<file path="src/rtl/jk_bank_sequencer.sv">
// Two-requester command sequencer driving a bank of JK state bits.
// Optional JK_BANK_SEQ_RR_EN selects round-robin tie-breaking; otherwise requester 0 has fixed priority.
module jk_bank_sequencer #(
  parameter int unsigned WIDTH = 8,
  parameter int unsigned LEN_W = 4
) (
  input  logic             clk,
  input  logic             rst,
  input  logic             req0_valid,
  output logic             req0_ready,
  input  logic [1:0]       req0_op,
  input  logic [WIDTH-1:0] req0_mask,
  input  logic [LEN_W-1:0] req0_len,
  input  logic             req1_valid,
  output logic             req1_ready,
  input  logic [1:0]       req1_op,
  input  logic [WIDTH-1:0] req1_mask,
  input  logic [LEN_W-1:0] req1_len,
  output logic [WIDTH-1:0] q,
  output logic             busy,
  output logic             done,
  output logic             done_id
);

  typedef enum logic [1:0] {IDLE, EXEC, DONE} state_t;

  state_t             state;
  state_t             state_next;
  logic [1:0]         op_r;
  logic [WIDTH-1:0]   mask_r;
  logic [LEN_W-1:0]   cnt;
  logic               id_r;
  logic               grant_id;
  logic               xfer;
  logic [1:0]         sel_op;
  logic [WIDTH-1:0]   sel_mask;
  logic [LEN_W-1:0]   sel_len;
  logic [WIDTH-1:0]   j;
  logic [WIDTH-1:0]   k;
  logic [WIDTH-1:0]   q_next;

`ifdef JK_BANK_SEQ_RR_EN
  logic last_grant;

  // Round-robin pointer: remembers the requester of the last transfer.
  always_ff @(posedge clk) begin
    if (rst) begin
      last_grant <= 1'b1;
    end else if (xfer) begin
      last_grant <= grant_id;
    end
  end

  always_comb begin
    grant_id = ~req0_valid;
    if (req0_valid && req1_valid) begin
      grant_id = ~last_grant;
    end
  end
`else
  always_comb begin
    grant_id = ~req0_valid;
  end
`endif

  always_comb begin
    sel_op   = grant_id ? req1_op   : req0_op;
    sel_mask = grant_id ? req1_mask : req0_mask;
    sel_len  = grant_id ? req1_len  : req0_len;
  end

  // JK update: op[1] drives j, op[0] drives k, unmasked bits see j=k=0.
  always_comb begin
    j      = mask_r & {WIDTH{op_r[1]}};
    k      = mask_r & {WIDTH{op_r[0]}};
    q_next = (j & ~q) | (~k & q);
  end

  always_ff @(posedge clk) begin
    if (rst) begin
      state <= IDLE;
    end else begin
      state <= state_next;
    end
  end

  always_comb begin
    state_next = state;
    req0_ready = 1'b0;
    req1_ready = 1'b0;
    xfer       = 1'b0;
    case (state)
      IDLE: begin
        if (!rst && (req0_valid || req1_valid)) begin
          req0_ready = ~grant_id;
          req1_ready = grant_id;
          xfer       = 1'b1;
          state_next = EXEC;
        end
      end
      EXEC: begin
        if (cnt == '0) begin
          state_next = DONE;
        end
      end
      DONE: begin
        state_next = IDLE;
      end
      default: begin
        state_next = IDLE;
      end
    endcase
  end

  // done is registered off the DONE state, so the pulse trails the state by one cycle.
  always_ff @(posedge clk) begin
    if (rst) begin
      q       <= '0;
      op_r    <= 2'b00;
      mask_r  <= '0;
      cnt     <= '0;
      id_r    <= 1'b0;
      busy    <= 1'b0;
      done    <= 1'b0;
      done_id <= 1'b0;
    end else begin
      busy    <= (state_next != IDLE);
      done    <= (state == DONE);
      done_id <= (state == DONE) ? id_r : 1'b0;
      if (xfer) begin
        op_r   <= sel_op;
        mask_r <= sel_mask;
        cnt    <= sel_len;
        id_r   <= grant_id;
      end
      if (state == EXEC) begin
        q <= q_next;
        if (cnt != '0) begin
          cnt <= cnt - LEN_W'(1);
        end
      end
    end
  end

endmodule
</file>
<file path="config.mk">
export PLATFORM = sky130hd
export DESIGN_NAME = jk_bank_sequencer
export DESIGN_NICKNAME = d
export VERILOG_FILES = /design/src/rtl/jk_bank_sequencer.sv
export SDC_FILE = /design/constraint.sdc
export NUM_CORES = 1
export LEC_CHECK = 0
export ABC_AREA = 1
export CORE_MARGIN = 2
export CORE_UTILIZATION = 30
export DETAILED_ROUTE_END_ITERATION = 8
export HOLD_SLACK_MARGIN = 0.15
export SLEW_MARGIN = 10
export SYNTH_ARGS = -nofsm -noshare
export SYNTH_HDL_FRONTEND = slang
export SYNTH_SLANG_ARGS = --single-unit
</file>
<file path="constraint.sdc">
create_clock -name clk -period 1.65 [get_ports clk]
set_clock_uncertainty 0.1 [all_clocks]
set_input_delay 0.2475 -clock clk [delete_from_list [all_inputs] [get_ports clk]]
set_output_delay 0.2475 -clock clk [all_outputs]
set_load 0.03 [all_outputs]
</file>
# Word level (Yosys, flattened, before mapping)
# Cells that the tools add are included.
dict set report word_totals {
  input_bits 32
  output_inout_bits 13
  wordCells 44
  register_bits 28
}
dict set report op_classes {
  n_reduce_logical 8
  eq_ne 2
  n_mux 15
  n_addsub 1
  n_bitwise 9
}
# cell count
set ops {}
lappend ops {{$and A8 B8 Y8} 4}
lappend ops {{$mux W4} 4}
lappend ops {{$not A8 Y8} 2}
lappend ops {{$mux W8} 1}
lappend ops {{$or A8 B8 Y8} 1}
lappend ops {{$mux W1} 6}
lappend ops {{$mux W2} 3}
lappend ops {{$logic_not A4 Y1} 1}
lappend ops {{$pmux W2 S2} 1}
lappend ops {{$reduce_bool A4 Y1} 1}
lappend ops {{$sub A4 B1 Y4 const B} 1}
lappend ops {{$eq A2 B1 Y1 const B} 1}
lappend ops {{$eq A2 B2 Y1 const B} 1}
lappend ops {{$logic_not A2 Y1} 1}
lappend ops {{$not A1 Y1} 2}
lappend ops {{$reduce_bool A2 Y1} 1}
lappend ops {{$reduce_or A2 Y1} 1}
lappend ops {{$logic_and A1 B1 Y1} 1}
lappend ops {{$logic_not A1 Y1} 1}
lappend ops {{$logic_or A1 B1 Y1} 1}

# Longest topological paths before layout
dict set report depth {
  word_depth 7
  ltp_mapped 8
  depth_no_buf 8
}

# Worst setup path before layout
# Ideal clock, no wire load.
dict set report synth_path {
  kind {register -> output}
  from {register state[1]}
  to {output req0_ready}
  n_path_buf 0
  required_ps 1302
  slack_ps 47
  arrival_ps 1255
  stages_incl_launch_ff 4
  path_cell_list {dfxtp_1 > nor2_4 > inv_1 > nor3_1}
}
dict set report synth_between {
  elab_chain_len 2
}
# item line
set synth_rtl {}
lappend synth_rtl {{start, declared} 27} ;# state_t state;
lappend synth_rtl {{start signal, assigned} 83} ;# state <= state_next;
lappend synth_rtl {{$logic_not A2 Y1} 92} ;# case (state)
lappend synth_rtl {{$mux W1} 92}
lappend synth_rtl {{end, declared} 10} ;# output logic req0_ready,
# Every way passes these cells.

# Worst setup path after layout
dict set report layout_path {
  from {register done}
  to {output done}
}
# item line
set layout_lines {}
lappend layout_lines {{start, declared} 21} ;# output logic done,
lappend layout_lines {{start signal, assigned} 128} ;# done <= (state == DONE);
# No word-level cell between the ends.

==> run metrics <==
Crit path depth 1; Crit path largest cell delay 0.66 ns; Starting Density 31.8%; diodes inserted 0; die area 5280 um2; clk buf depth 2; Worst Hold Slack 0.246 ns; Final Hold Viols 0; final setup vio count 0; Worst Tran Pin Value 0.377 ns; initial antenna violation count 0; DP Wirelength roughly 2600 um; Worst Setup SP done; Layout Cells excl Fill 311; PortBufs 44; clock-pin slew on the worst setup and hold paths 0.09 ns; mean cell area of the mapped netlist 6.87 um2; pre-CTS setup slack -0.0421 ns; RSZ-0062 raised after global routing no; CP max stage cell clkdlybuf4s50_1; Die W 72.7 um; min cycle time layout approximately 1.6 ns; DR vias roughly 1400; Peak VDD IR 0.334 mV; CP Class reg2out; Post-synth top flop dfxtp_1; vias in the first global route roughly 1300; CP Buf/Inv Count 1; Area growth, synth to finish 42.9%; Fmax achieved 625 MHz; # rows 24; asr flop ratio synth 0%; Cell Area, Synth ~1400 um2; CP required 1.30 ns; post-synthesis cell count slightly above 200; synth unique cells 25; Worst R2R Path Depth 7; H-tree Lvls 1; Mapped Nets ~240; largest net degree at the start of global routing 19; Worst Setup End Kind output pin; CP Cell Sequence clkdlybuf4s50_1; GRT Total Usage 14.2%; drt total wl ~3600 um; Final #Nets 293; PwrDens 1090 nW/um2; Synthesis Warnings 0; Num Clock Sinks 28; DRC violations left 0; outcome completed; Setup crit start kind flop; Final Cycle Share 97.0%; first-pass GRT wire length 5840 um; Worst Slack Setup Final a little under 0.05 ns; CTS Root Cell clkbuf_8; FF+latch count, synth 28; hold path depth 4; Slew Limit Fails 0; total gr overflow 0; r2r startpoint cnt[0]; Post-DRT Antenna Nets 0; via-per-instance ratio 4.61; Slew headroom 74.8%; Placed Cells around 310; CTS tree done; clk_lat worst skew 0.28 ns; DR iter-0 viols 77; design area 2020 um2; IO Count 45; number of flops mapped to enable cells by yosys 0; sequential area share after synthesis roughly two fifths; routed length per placed instance 11.5 um; Pre-antenna DRT Iters 4; Chip Height a little over 70 um; CP top delay family buffers and inverters; critical path data arrival time between 1 and 1.5 ns; Crit Path Max Fanout 1; Max-Cap Viols 0; hold path startpoint rst; HP Class in2reg; core area 4440 um2; CTS buffer count 3; RePlAce Congestion 0.859; number of fill cells 468; leakage power 0.968 nW; share of cells above drive strength 1 15.1%; area post-placement 1940 um2
[cell families (layout without fill, tap and decap cells)]
logic type / after synthesis / count (layout) / synth area share (%)
AND/OR/NAND/NOR: 128 / 128 / 39.2
buffers and inverters: 26 / 79 / 9.37
flip-flops: 28 / 28 / 39.6
AO/OA/AOI/OAI: 23 / 23 / 11.0
adder cells (fa/ha/maj): 1 / 1 / 0.884
[through the flow]
stage	utilization [%]	power (mW)	TNS (ns)
6_report	45.5	2.20	0
2_1_floorplan	-	1.49	0
3_3_place_gp	43.6	1.76	-0.128
4_1_cts	44.9	2.22	0
3_5_place_dp	43.6	1.77	-0.149
5_1_grt	45.5	2.35	0
[synth_stat cells, types with 2 or more instances]
cell	number	area, um2
nand2_1	85	319
a31oi_1	8	50.1
o21ai_0	3	15.0
nand4_1	3	18.8
buf_6	2	22.5
nor2_1	15	56.3
a21oi_1	4	20.0
nand3_1	18	90.1
dfxtp_1	28	561
inv_1	15	56.3
buf_2	4	20.0
a21oi_2	8	70.1
[report_power, final]
part / internal [mW] / switching [mW] / leakage [nW]
Clock: 0.214 / 0.218 / 0.0288
Combinational: 0.361 / 0.527 / 0.710
Sequential: 0.791 / 0.0857 / 0.229
Total: 1.37 / 0.830 / 0.968
[state kept, by name, indices dropped and copies added, names as in the netlist]
name,flops
op_r,2
busy,1
done_id,1
cnt,4
q,8
mask_r,8
state,2
id_r,1
done,1
[cell type report]
type | count | area (um2) | share of cell area [%]
clock buffer | 4 | 55.1 | 2.72
inverter | 17 | 66.3 | 3.28
multi-input combinational | 152 | 729 | 36.1
sequential | 28 | 562 | 27.8
tap | 52 | 65.1 | 3.22
timing repair buffer | 58 | 544 | 26.9
[path summary, 6_finish.rpt]
kind / to / slack [ns]
hold / removal: state[1] / 0.25
hold reg to reg: id_r / 0.38
setup reg to reg: cnt[3] / 0.21
setup / recovery: done / 0.05
[timing repair]
item | in CTS | in global routing
setup endpoints to repair | 10 | 2
setup buffers | 0 | 2
gates resized for setup | 12 | 5
pin swaps | 0 | 1
hold buffers | 0 | 0
[cells in the final DEF (no fill, tap or decap), types with 3 or more instances in the layout]
master            n
dlygate4sd2_1     8
dlymetal6s2s_1    4
nand2_1          84
clkdlybuf4s50_1  30
nand3_1          18
o21ai_0           3
a21oi_1           4
nand4_1           3
dfxtp_1          27
clkbuf_8          4
a31oi_1           8
inv_1            14
buf_4            15
nor2_1           15
a21oi_2           8
[per-layer routing]
layer  up-vias  track usage, %  wire [um]
met5         -               0          0
met4         0            6.17         37
met3         3            2.07        120
met2        33            22.9       1610
met1       635            18.7       1810
li1        762               -          -
Power figures use the tool's default switching activity.
